[config.mk]
export PLATFORM = sky130hd
export DESIGN_NAME = sseg_scan_ctrl_flat
export DESIGN_NICKNAME = d
export VERILOG_FILES = /design/src/rtl/sseg_scan_if.sv /design/src/rtl/sseg_scan_ctrl.sv /design/src/flat_wrapper.sv
export SDC_FILE = /design/constraint.sdc
export NUM_CORES = 1
export LEC_CHECK = 0
export CAP_MARGIN = 30
export CORE_ASPECT_RATIO = 0.6
export CORE_MARGIN = 1.5
export CORE_UTILIZATION = 40
export CTS_CLUSTER_DIAMETER = 60
export DETAILED_ROUTE_END_ITERATION = 12
export GPL_TIMING_DRIVEN = 0
export PLACE_DENSITY = 0.65
export REMOVE_ABC_BUFFERS = 1
export SYNTH_ARGS = -nofsm -noshare
export SYNTH_HDL_FRONTEND = slang
export SYNTH_SLANG_ARGS = --single-unit
[constraint.sdc]
create_clock -name clk -period 3.9 [get_ports clk]
set_input_delay 0.78 -clock clk [delete_from_list [all_inputs] [get_ports clk]]
set_output_delay 0.78 -clock clk [all_outputs]
set_load 0.01 [all_outputs]
[src/rtl/sseg_scan_if.sv]
// sseg_scan_if
//   Bundles the load/value side and the display-drive side of the scan
//   controller into one interface.
//
//   Handshake (load): load is a 1-cycle strobe qualified only by itself.
//   On any rising clock edge with load=1, value/dp_in are captured into the
//   pending buffer. The controller has no ready signal and never stalls, so
//   every strobe is taken. Back-to-back strobes overwrite each other and the
//   last one wins.
//
//   Signals
//     load           master->slave  capture strobe
//     value[15:0]    master->slave  four hex nibbles, [3:0] = rightmost digit
//     dp_in[3:0]     master->slave  decimal point per digit, 1 = lit
//     blank_lz       master->slave  leading-zero blanking enable (level)
//     digit[3:0]     slave->master  nibble for the shared segment decoder
//     dp             slave->master  decimal point for the decoder
//     an[3:0]        slave->master  active-low anodes
//     frame_tick     slave->master  pulse on the last cycle of slot 3
//     update_pending slave->master  pending buffer not yet displayed
//     state_dbg      slave->master  scan FSM state (0 = BLANK, 1 = DRIVE)
interface sseg_scan_if;
  logic        load;
  logic [15:0] value;
  logic [3:0]  dp_in;
  logic        blank_lz;
  logic [3:0]  digit;
  logic        dp;
  logic [3:0]  an;
  logic        frame_tick;
  logic        update_pending;
  logic        state_dbg;

  modport master (
    output load, value, dp_in, blank_lz,
    input  digit, dp, an, frame_tick, update_pending, state_dbg
  );

  modport slave (
    input  load, value, dp_in, blank_lz,
    output digit, dp, an, frame_tick, update_pending, state_dbg
  );
endinterface

[src/rtl/sseg_scan_ctrl.sv]
// sseg_scan_ctrl
//   Time-multiplexed scan controller for a 4-digit common-anode 7-segment
//   display. One shared segment decoder is fed digit/dp for the digit
//   currently being scanned, while the active-low anodes select which digit
//   is lit. Each digit slot lasts CLK_DIV cycles. The first BLANK_CYCLES
//   cycles of a slot keep every anode off so the decoder output has settled
//   before the next digit lights, which suppresses ghosting.
//
//   The displayed value is double-buffered. A load captures into a pending
//   buffer, and the pending buffer is copied to the display buffer only on the
//   last cycle of a frame, so a frame never shows a mix of old and new digits.
//
//   Parameters
//     CLK_DIV       cycles per digit slot
//     BLANK_CYCLES  all-off cycles at the start of each slot (1..CLK_DIV-1)
//
//   Ports
//     clk    system clock, rising edge
//     rst_n  asynchronous active-low reset
//     bus    sseg_scan_if.slave (load/value/dp_in/blank_lz in,
//            digit/dp/an/frame_tick/update_pending/state_dbg out)
module sseg_scan_ctrl #(
  parameter int CLK_DIV      = 100000,
  parameter int BLANK_CYCLES = 1000
) (
  input  logic        clk,
  input  logic        rst_n,
  sseg_scan_if.slave  bus
);

  localparam int CNT_W = (CLK_DIV > 1) ? $clog2(CLK_DIV) : 1;
  localparam logic [CNT_W-1:0] LAST_CNT  = CNT_W'(CLK_DIV - 1);
  localparam logic [CNT_W-1:0] BLANK_CNT = CNT_W'(BLANK_CYCLES);

  typedef enum logic {
    ST_BLANK = 1'b0,
    ST_DRIVE = 1'b1
  } state_e;

  // Scan position and FSM state
  logic [CNT_W-1:0] cnt;
  logic [1:0]       idx;
  state_e           state;

  // Double buffer
  logic [15:0]      disp_val;
  logic [3:0]       disp_dp;
  logic [15:0]      pend_val;
  logic [3:0]       pend_dp;
  logic             upd_pend;

  // Registered outputs
  logic [3:0]       digit_q;
  logic             dp_q;
  logic [3:0]       an_q;
  logic             tick_q;

  // Next-cycle values. The outputs are registered, so they are computed from
  // where the scan will be after this edge, not from where it is now. This
  // keeps an/digit/dp aligned with cnt/idx on the same cycle.
  logic             slot_end;
  logic             frame_end;
  logic             commit;
  logic [CNT_W-1:0] cnt_nxt;
  logic [1:0]       idx_nxt;
  logic [15:0]      disp_val_nxt;
  logic [3:0]       disp_dp_nxt;
  logic [3:0]       lz_mask;
  logic [3:0]       nib_nxt;
  logic             blanked_nxt;
  logic             drive_nxt;
  state_e           state_nxt;
  logic [3:0]       an_nxt;

  always_comb begin
    slot_end  = 1'b0;
    frame_end = 1'b0;
    commit    = 1'b0;
    cnt_nxt   = cnt;
    idx_nxt   = idx;

    slot_end  = (cnt == LAST_CNT);
    frame_end = slot_end && (idx == 2'd3);
    // A load landing on the same edge does not disturb this commit. The old
    // pending contents go to the display, and the new load stays pending.
    commit    = frame_end && upd_pend;

    if (slot_end) begin
      cnt_nxt = '0;
      idx_nxt = idx + 2'd1;
    end else begin
      cnt_nxt = cnt + CNT_W'(1);
      idx_nxt = idx;
    end
  end

  always_comb begin
    disp_val_nxt = disp_val;
    disp_dp_nxt  = disp_dp;
    if (commit) begin
      disp_val_nxt = pend_val;
      disp_dp_nxt  = pend_dp;
    end
  end

  // Leading-zero mask. Digit i is a leading zero when nibbles i..3 are all
  // zero. Digit 0 is always shown, so a value of zero still displays "0".
  always_comb begin
    lz_mask    = 4'b0000;
    lz_mask[3] = (disp_val_nxt[15:12] == 4'h0);
    lz_mask[2] = lz_mask[3] && (disp_val_nxt[11:8] == 4'h0);
    lz_mask[1] = lz_mask[2] && (disp_val_nxt[7:4]  == 4'h0);
    lz_mask[0] = 1'b0;
  end

  always_comb begin
    nib_nxt     = disp_val_nxt[{idx_nxt, 2'b00} +: 4];
    blanked_nxt = bus.blank_lz && lz_mask[idx_nxt];
    drive_nxt   = (cnt_nxt >= BLANK_CNT);
    state_nxt   = drive_nxt ? ST_DRIVE : ST_BLANK;
    an_nxt      = 4'b1111;
    if (drive_nxt && !blanked_nxt) begin
      an_nxt = ~(4'b0001 << idx_nxt);
    end
  end

  always_ff @(posedge clk or negedge rst_n) begin
    if (!rst_n) begin
      cnt      <= '0;
      idx      <= 2'd0;
      state    <= ST_BLANK;
      disp_val <= 16'h0000;
      disp_dp  <= 4'b0000;
      pend_val <= 16'h0000;
      pend_dp  <= 4'b0000;
      upd_pend <= 1'b0;
      digit_q  <= 4'h0;
      dp_q     <= 1'b0;
      an_q     <= 4'b1111;
      tick_q   <= 1'b0;
    end else begin
      cnt      <= cnt_nxt;
      idx      <= idx_nxt;
      disp_val <= disp_val_nxt;
      disp_dp  <= disp_dp_nxt;

      // Pending buffer and its flag. A load always wins over clearing the
      // flag, so a value loaded on the commit edge is shown next frame.
      if (bus.load) begin
        pend_val <= bus.value;
        pend_dp  <= bus.dp_in;
        upd_pend <= 1'b1;
      end else if (commit) begin
        upd_pend <= 1'b0;
      end

      // digit/dp only change when a new slot begins. That is the first BLANK
      // cycle, which gives the decoder the whole blank window to settle.
      // A blanked digit also hides its decimal point.
      if (slot_end) begin
        digit_q <= nib_nxt;
        dp_q    <= disp_dp_nxt[idx_nxt] && !blanked_nxt;
      end

      case (state)
        ST_BLANK: state <= state_nxt;
        ST_DRIVE: state <= state_nxt;
        default:  state <= ST_BLANK;
      endcase

      an_q   <= an_nxt;
      tick_q <= (idx_nxt == 2'd3) && (cnt_nxt == LAST_CNT);
    end
  end

  assign bus.digit          = digit_q;
  assign bus.dp             = dp_q;
  assign bus.an             = an_q;
  assign bus.frame_tick     = tick_q;
  assign bus.update_pending = upd_pend;
  assign bus.state_dbg      = state;

endmodule
[src/flat_wrapper.sv]
// flat-port wrapper written by rule: the top's interface ports become plain ports
module sseg_scan_ctrl_flat 
#(
  parameter int CLK_DIV      = 100000,
  parameter int BLANK_CYCLES = 1000
)
  (clk, rst_n, bus_load, bus_value, bus_dp_in, bus_blank_lz, bus_digit, bus_dp, bus_an, bus_frame_tick, bus_update_pending, bus_state_dbg);
  sseg_scan_if bus_i ();
  input  logic clk;
  input  logic rst_n;
  input wire logic [$bits(bus_i.load)-1:0] bus_load;
  input wire logic [$bits(bus_i.value)-1:0] bus_value;
  input wire logic [$bits(bus_i.dp_in)-1:0] bus_dp_in;
  input wire logic [$bits(bus_i.blank_lz)-1:0] bus_blank_lz;
  output wire logic [$bits(bus_i.digit)-1:0] bus_digit;
  output wire logic [$bits(bus_i.dp)-1:0] bus_dp;
  output wire logic [$bits(bus_i.an)-1:0] bus_an;
  output wire logic [$bits(bus_i.frame_tick)-1:0] bus_frame_tick;
  output wire logic [$bits(bus_i.update_pending)-1:0] bus_update_pending;
  output wire logic [$bits(bus_i.state_dbg)-1:0] bus_state_dbg;
  assign bus_i.load = bus_load;
  assign bus_i.value = bus_value;
  assign bus_i.dp_in = bus_dp_in;
  assign bus_i.blank_lz = bus_blank_lz;
  assign bus_digit = bus_i.digit;
  assign bus_dp = bus_i.dp;
  assign bus_an = bus_i.an;
  assign bus_frame_tick = bus_i.frame_tick;
  assign bus_update_pending = bus_i.update_pending;
  assign bus_state_dbg = bus_i.state_dbg;
  sseg_scan_ctrl #(.CLK_DIV(CLK_DIV), .BLANK_CYCLES(BLANK_CYCLES)) u_core (.clk(clk), .rst_n(rst_n), .bus(bus_i));
endmodule
---- Word-level counts from Yosys, hierarchy flattened ----
Cells that the tools add are included.
word-level totals
  output and inout port bits .............. 12
  bits of input ports ..................... 24
  logic and storage cells ................. 48
  register bits ........................... 71
operators by class
  shift-type cells ........................ 2
  eq/ne operators ......................... 4
  add/sub/neg operators ................... 2
  muxes and demuxes ....................... 12
  $lt $le $gt $ge ......................... 2
  reductions and logical operators ........ 13
  bitwise gates (word level) .............. 1
operator list
  operator                 number
  $eq A17 B17 Y1 const B   2
  $add A17 B1 Y17 const B  1
  $ge A17 B10 Y1 const B   1
  $mux W17                 1
  $mux W16                 1
  $shiftx A16 B5 Y4        1
  $logic_not A4 Y1         3
  $logic_and A1 B1 Y1      8
  $mux W4                  2
  $mux W1                  5
  $bmux W1 S2              2
  $eq A2 B2 Y1 const B     2
  $not A4 Y4               1
  $shl A1 B2 Y4 const A    1
  $lt A2 B3 Y1 const B     1
  $add A2 B1 Y2 const B    1
  $mux W2                  1
  $reduce_bool A2 Y1       1
  $logic_not A1 Y1         1

---- Depth between registers and ports, before layout ----
Gate-level depths: netlist (run 1).
  depth in word-level cells ............... 13
  mapped depth ............................ 10
  gate-level depth less buffers ........... 8

---- Worst setup path after synthesis (run 1) ----
OpenSTA, ideal clock, no wires.
  kind .................................... register -> register
  from .................................... reg u_core.cnt[0]
  to ...................................... reg u_core.digit_q[3], in the netlist u_core.bus.digit[3]
  clock period less this slack ............ 2,364 ps
  data arrival time ....................... 2,242 ps
  data required time ...................... 3,778 ps
  library setup time ...................... 122 ps
  slack ................................... 1,536 ps
  cell stages (with the launch flop) ...... 10
  path buffers ............................ 1
  path through ............................ dfrtp_1 ha_1 and4_1 buf_2 nand3_1 nor3_4 mux2_2 mux2_1 a21oi_1 a21oi_1
on the way
  longest elaborated chain between the ends .. 5
  elaborated cells between the ends (all ways) .. 6
  classes of those cells .................. eq/ne: 1; shift: 1; mux: 2; reduce/logical: 2
ends and longest elaborated chain
  item                         line                   source
  from (decl)                  sseg_scan_ctrl.sv:41   logic [CNT_W-1:0] cnt;
  from (signal assigned)       sseg_scan_ctrl.sv:142  cnt <= cnt_nxt;
  $eq A17 B17 Y1               sseg_scan_ctrl.sv:82   slot_end = (cnt == LAST_CNT);
  $logic_and A1 B1 Y1          sseg_scan_ctrl.sv:83   frame_end = slot_end && (idx == 2'd3);
  $logic_and A1 B1 Y1          sseg_scan_ctrl.sv:86   commit = frame_end && upd_pend;
  $mux W16                     sseg_scan_ctrl.sv:100  if (commit) begin
  net u_core.disp_val_nxt[15]  sseg_scan_ctrl.sv:66   logic [15:0] disp_val_nxt;
  $shiftx A16 B5 Y4            sseg_scan_ctrl.sv:117  nib_nxt = disp_val_nxt[{idx_nxt, 2'b00} +: 4];
  to (signal assigned)         sseg_scan_ctrl.sv:161  digit_q <= nib_nxt;
  to (decl)                    sseg_scan_ctrl.sv:53   logic [3:0] digit_q;
The timed path passes the listed nets, and every way through them passes these cells.
A chain may end at the register's enable or synchronous reset.

---- Worst setup path in the final report (run 1) ----
Same ends and word-level chain as after synthesis.

==> results of run 1 <==
## worst reg2reg max path, delay by kind of cell, from the launching register on
kind	cells	cell delay (ns)
AOI/OAI and AO/OA	2	0.23
buffers and inverters	1	0.24
and+or+nand+nor	3	1.17
muxes	2	0.68
adders and majority gates	1	0.29
DFF	1	0.40
## area by class of cell
type	instances	area (um2)
clock buffer	12	256
fill	775	4260
tap	112	140
clock inverter	4	45.0
timing repair buffer	37	388
inverter	6	22.5
multi-input combinational	235	1600
sequential	71	1780
## cell usage in the layout, fill, tap and decap left out, types with 4 or more instances in the layout
cell type / synthesis / routed
dfstp_2: 4 / 4
mux2_2: 22 / 22
nand3_1: 14 / 14
xor2_1: 7 / 7
a21oi_1: 5 / 5
nand2_1: 69 / 69
and2_1: 5 / 5
nor4_1: 6 / 6
a211oi_1: 4 / 4
mux2i_1: 11 / 11
clkdlybuf4s50_1: 0 / 34
nor2_1: 15 / 15
and3_1: 4 / 4
mux2_1: 4 / 4
clkbuf_16: 0 / 10
dfrtp_1: 67 / 67
nand4_1: 8 / 8
inv_1: 5 / 5
xnor2_1: 8 / 8
nor3_1: 4 / 4
## worst max-delay path by stage
stage                                            to  slack, ns  cells past startpoint
floorplan           u_core.bus.digit[3]$_DFFE_PN0N_       1.20                      8
global placement    u_core.pend_val[11]$_DFFE_PN0P_      -0.41                      1
detailed placement  u_core.bus.digit[3]$_DFFE_PN0N_       0.82                      9
CTS                 u_core.bus.digit[3]$_DFFE_PN0N_       0.81                      9
global route        u_core.bus.digit[3]$_DFFE_PN0N_       0.58                      9
finish              u_core.bus.digit[3]$_DFFE_PN0N_       0.79                      9
## logic make-up after synthesis
logic type                 count (synthesis)  share of synthesized area (%)
DFF                                       71                           51.2
and+or+nand+nor                          146                           21.9
buffers and inverters                     20                           2.87
adders and majority gates                  2                          0.719
xor gates and xnor gates                  15                           3.77
muxes                                     38                           12.2
AOI/OAI and AO/OA                         34                           7.33
## power by group through the flow
stage	logic [mW]	clock network [mW]	registers, mW
global placement	0.0706	0	0.792
finish	0.0727	0.824	0.780
floorplan	0.0271	0	0.783
detailed placement	0.0722	0	0.792
CTS	0.0726	0.841	0.779
global route	0.0805	0.873	0.782
## metal layers
metal  up-vias  routed length, um  global-route usage (%)
met5         -                  0                       0
met4         0                109                    5.87
met3        13                531                    6.06
met2        75               2960                    23.3
met1      1278               4180                    29.9
li1       1228                  -                       -
## through the flow
step	utilization (%)	TNS [ns]	hold WS (ns)
global route	49.9	0	0.509
CTS	49.6	0	0.468
detailed placement	46.0	0	0.456
finish	49.9	0	0.466
floorplan	-	0	0.429
global placement	45.9	-27.45	0.445
## sequential cells by signal, indices dropped and copies added, names as in the netlist, 2 cells and up
signal            count
u_core.bus.an         4
u_core.pend_dp        4
u_core.cnt           17
u_core.disp_dp        4
u_core.idx            2
u_core.bus.digit      4
u_core.disp_val      16
u_core.pend_val      16
==> flow_summary.ini, run 1 <==
[critical_path]
cp.required_ns = 4.12
critPathMaxStageDelay_ns = 0.49
endpoint_kind = flip-flop
cp_slowest_cell = nor3_4
path_cells = ha_1 > and4_1 > nand3_1 > nor3_4 > buf_8 > mux2_2 > mux2_1 > a21oi_1 > a21oi_1
worst_path_most_repeated_cell = a21oi_1
path_class = flip-flop to flip-flop
r2r_slack_ns = 0.79
cp-startpoint = u_core.cnt[0]$_DFF_PN0_
critPathMaxFanout = 16
r2r_start = u_core.cnt[0]$_DFF_PN0_
critPathTopFamily = simple AND/OR/NAND/NOR gates
crit_buf_inv = 1
r2r-end = u_core.bus.digit[3]$_DFFE_PN0N_
cp_data_arrival_time_ns = 3.33
start_kind = flip-flop
worst-r2r-cell-count = 9

[place]
portBuffers = 35
dpl.hpwl_mm = 5.50
dp_slack_ns = 0.817
gp_congestion = 0.901
dpl_cell_area_um2 = 3910
dp.cells = 460

[cts]
cts-hold-fix-buffers = 0
cts_tree = done
root_buffer = clkbuf_16
cts_buffers = 9
clkTransAtPathRegs_ns = 0.06
clk_latency_ns = 0.33
cts_resized = 0
clock-sinks = 71
post_cts_buffers = 0
cts_max_level = 3
clock_path_buffers = 2

[finish]
area_growth_pct = 21.6
post-route-cell-area_um2 = 4230
final_layout_size_suffix_gt1_share_pct = 15.9
layout.nets = 386
antenna_cells = 0
fin_cells = 477

[floorplanning]
die_w_um = 123
rows = 26
coreArea_um2 = 8490
start_util_pct = 41.0
die_area_um2 = 9290
die_h_um = 75.3
pin_count = 36

[grt]
grt_pass1_vias = 2402
antenna_found_initial = 0
grt_pass1_wl_mm = 12.9
grt_max_degree = 72
overflow = 0
track_usage_pct = 18.8

[power]
powerDensity_nw_per_um2 = 396
max-vdd-ir-drop_uv = 232
seq_power_share_pct = 46.5
p_total_mw = 1.68
p_sw_uw = 348
p_leak_nw = 1.87
p_comb_share_pct = 4.3
intPower_mw = 1.33
switching_share_pct = 20.8
p_clk_share_pct = 49.1

[yosys]
synth_edf_count = 0
netlist_instances = 326
yosysMostFrequentCell = nand2_1
yosys.area.top_type_share_pct = 48.1
synth_flop_cell = dfrtp_1
synth.largest_area_cell = dfrtp_1
async_reset_ff_share_pct = 100
ys_seq_area_share_pct = 51.2
ys_seq_elements = 71
synth_warnings = 0
synthTopCellsByCount = nand2_1 (69), dfrtp_1 (67), mux2_2 (22), nor2_1 (15), nand3_1 (14)
ys_types = 58
syn_area_per_cell_um2 = 10.7
synth_area_leaders = dfrtp_1 (48%), nand2_1 (7.4%), mux2_2 (7.1%), mux2i_1 (3.2%), dfstp_2 (3.0%)
synth_area_um2 = 3480

[route]
finalWirelength_mm = 7.78
drt_iter0_drc = 225
viasPerCell = 5.44
wire_per_inst_um = 16.3
vias = 2594
drc = 0
dr.pass1.iters = 4
drtAntennaViolNets = 0

[worst_hold_path]
min_to = u_core.disp_dp[3]$_DFF_PN0_
hold_depth = 2
holdCritStartpoint = u_core.disp_dp[3]$_DFF_PN0_
hold_class = flip-flop to flip-flop

[sta]
max_freq_mhz = 322
fin_crit_sh_pct = 79.7
setup_violations = 0
slew_headroom_pct = 39.4
slew_viol_final = 0
finalHoldViolCount = 0
post-route-min-period_ns = 3.11
worst_pin_slew_ns = 0.909
finClkSkew_ns = 0.00710
rsz0062_at_grt = false
fin_ws_ns = 0.791

[outcome]
status = finished clean

[run]
cap_viol_max_count = 0
(Power assumes the default switching activity.)
==> inputs of run 2 (changes only) <==
==> constraint.sdc (replaced) <==
create_clock -name clk -period 3 [get_ports clk]
set_input_delay 0.6 -clock clk [delete_from_list [all_inputs] [get_ports clk]]
set_output_delay 0.6 -clock clk [all_outputs]
set_load 0.01 [all_outputs]
==> run 2 against run 1 <==
Against the previous run: global-route usage barely moved; sequential cell count did not move; combinational power rose by 30%; power rose by 30%; clock skew fell by 0.00061 ns; via count rose by 0.54%; critical path type unchanged; largest cell class unchanged.
==> flow_summary.ini, run 2 (synthesis gave the netlist of run 1 again) <==
[outcome]
status = finished clean

[floorplanning]
rows = 26
die_area_um2 = 9290
pin_count = 36
start_util_pct = 41.0
die_h_um = 75.3
die_w_um = 123
coreArea_um2 = 8490

[route]
dr.pass1.iters = 4
viasPerCell = 5.46
wire_per_inst_um = 16.3
finalWirelength_mm = 7.78
vias = 2608
drc = 0
drtAntennaViolNets = 0
drt_iter0_drc = 198

[cts]
clock-sinks = 71
cts-hold-fix-buffers = 0
clock_path_buffers = 2
root_buffer = clkbuf_16
cts_tree = done
clk_latency_ns = 0.33
cts_buffers = 9
cts_max_level = 3
clkTransAtPathRegs_ns = 0.06

[sta]
setup_violations = 0
rsz0062_at_grt = false
finClkSkew_ns = 0.00648
finalHoldViolCount = 0
fin_setup_tns_ns = 0
post-route-min-period_ns = 2.81
fin_crit_sh_pct = 93.5
max_freq_mhz = 356
worst_pin_slew_ns = 0.913
slew_headroom_pct = 39.1
slew_viol_final = 0
holdWs_ns = 0.377

[finish]
layout_common_cells = nand2_1 (69), dfrtp_1 (67), clkdlybuf4s50_1 (34)
layout.nets = 387
area_growth_pct = 22.1
top_register = u_core.cnt
reg_top3 = u_core.cnt x17, u_core.disp_val x16, u_core.pend_val x16
antenna_cells = 0
layout_commonest_cell = nand2_1
post-route-cell-area_um2 = 4250
final_layout_size_suffix_gt1_share_pct = 16.9
fill_cells = 774
multi_input_area_um2 = 1610
largest_reg_flops = 17
regArea_um2 = 1780

[grt]
grt_pass1_wl_mm = 12.9
track_usage_pct = 18.8
overflow = 0
antenna_found_initial = 0
grt_pass1_vias = 2399
grt_max_degree = 72

[critical_path]
start_kind = flip-flop
r2r-end = u_core.bus.digit[3]$_DFFE_PN0N_
critPathMaxFanout = 16
critPathMaxStageDelay_ns = 0.40
path_cells = ha_1 > and4_2 > nand3_1 > nor3_4 > buf_8 > mux2_2 > mux2_1 > a21oi_1 > a21oi_1
r2r_slack_ns = 0.19
critPathTopFamily = simple AND/OR/NAND/NOR gates
crit_buf_inv = 1
cp_slowest_cell = dfrtp_1
worst_path_most_repeated_cell = a21oi_1
path_class = flip-flop to flip-flop
cp.required_ns = 3.22
r2r_start = u_core.cnt[0]$_DFF_PN0_
endpoint_kind = flip-flop
worst-r2r-cell-count = 9
cp_data_arrival_time_ns = 3.02

[power]
powerDensity_nw_per_um2 = 511
max-vdd-ir-drop_uv = 301
p_leak_nw = 1.88

[worst_hold_path]
hold_class = input port to asynchronous set/reset pin

[place]
portBuffers = 35
gp_congestion = 0.901
dpl_cell_area_um2 = 3910
dpl.hpwl_mm = 5.50

[run]
cap_viol_max_count = 0
-- run 2: worst register-to-register path: cells and delay by family, from the launching register on --
kind            cells  cell delay [ns]
compound gates      2             0.24
fa+ha+maj           1             0.29
buf+inv             1             0.20
flops               1             0.40
mux                 2             0.69
simple gates        3             0.88
-- run 2: layout make-up --
| class | count | area share, % |
|---|---|---|
| multi-input cells | 235 | 37.9 |
| clock inverters | 4 | 1.06 |
| well taps | 112 | 3.30 |
| inverters | 6 | 0.530 |
| clock buffers | 12 | 6.03 |
| flip-flops and latches | 71 | 41.9 |
| repair buffers | 38 | 9.30 |
-- run 2: metal layers --
metal | track usage [%] | up-vias | wire [um]
li1 | - | 1230 | -
met1 | 30.0 | 1307 | 4210
met2 | 23.6 | 69 | 3080
met3 | 6.06 | 2 | 490
met4 | 5.36 | 0 | 4
met5 | 0 | - | 0
-- run 2: where the power goes --
group / switching (mW) / internal (mW) / total [mW]
Clock: 0.382 / 0.684 / 1.07
Sequential: 0.0280 / 0.986 / 1.01
Combinational: 0.0377 / 0.0569 / 0.0946
-- run 2: metrics by stage --
step	instances	power (mW)	setup slack [ns]	util (%)
5_1_grt	478	2.26	0.0552	50.1
3_3_place_gp	459	1.12	-1.13	45.9
2_1_floorplan	312	1.05	0.296	-
4_1_cts	477	2.20	0.0733	49.7
3_5_place_dp	460	1.12	-0.0830	46.0
6_report	478	2.17	0.194	50.1
-- run 2: worst max path at each step --
stage,from,endpoint,cells after the start
final,u_core.cnt[0]$_DFF_PN0_,u_core.bus.digit[3]$_DFFE_PN0N_,9
after global routing,u_core.cnt[0]$_DFF_PN0_,u_core.bus.digit[3]$_DFFE_PN0N_,9
after CTS,u_core.idx[0]$_DFF_PN0_,u_core.bus.dp$_DFFE_PN0N_,7
after detailed placement,u_core.cnt[0]$_DFF_PN0_,u_core.bus.digit[3]$_DFFE_PN0N_,9
after global placement,rst_n,u_core.pend_val[11]$_DFFE_PN0P_,1
after floorplan,u_core.cnt[0]$_DFF_PN0_,u_core.bus.digit[3]$_DFFE_PN0N_,8
-- run 2: what timing repair did --
action,CTS,global route
endpoints found under the setup margin,1,4
gates resized for setup,0,4
setup buffers,1,0
endpoints found under the hold margin,0,0
pin swaps,1,0
==> inputs of run 3 (changes only) <==
--- a/config.mk
+++ b/config.mk
@@ -12,8 +12,10 @@
 export CTS_CLUSTER_DIAMETER = 60
 export DETAILED_ROUTE_END_ITERATION = 12
 export GPL_TIMING_DRIVEN = 0
+export HOLD_SLACK_MARGIN = 0.06
 export PLACE_DENSITY = 0.65
 export REMOVE_ABC_BUFFERS = 1
+export SKIP_LAST_GASP = 1
 export SYNTH_ARGS = -nofsm -noshare
 export SYNTH_HDL_FRONTEND = slang
 export SYNTH_SLANG_ARGS = --single-unit
==> results of run 3 <==
Final layout, timing and power as in run 2 (identical DEF).
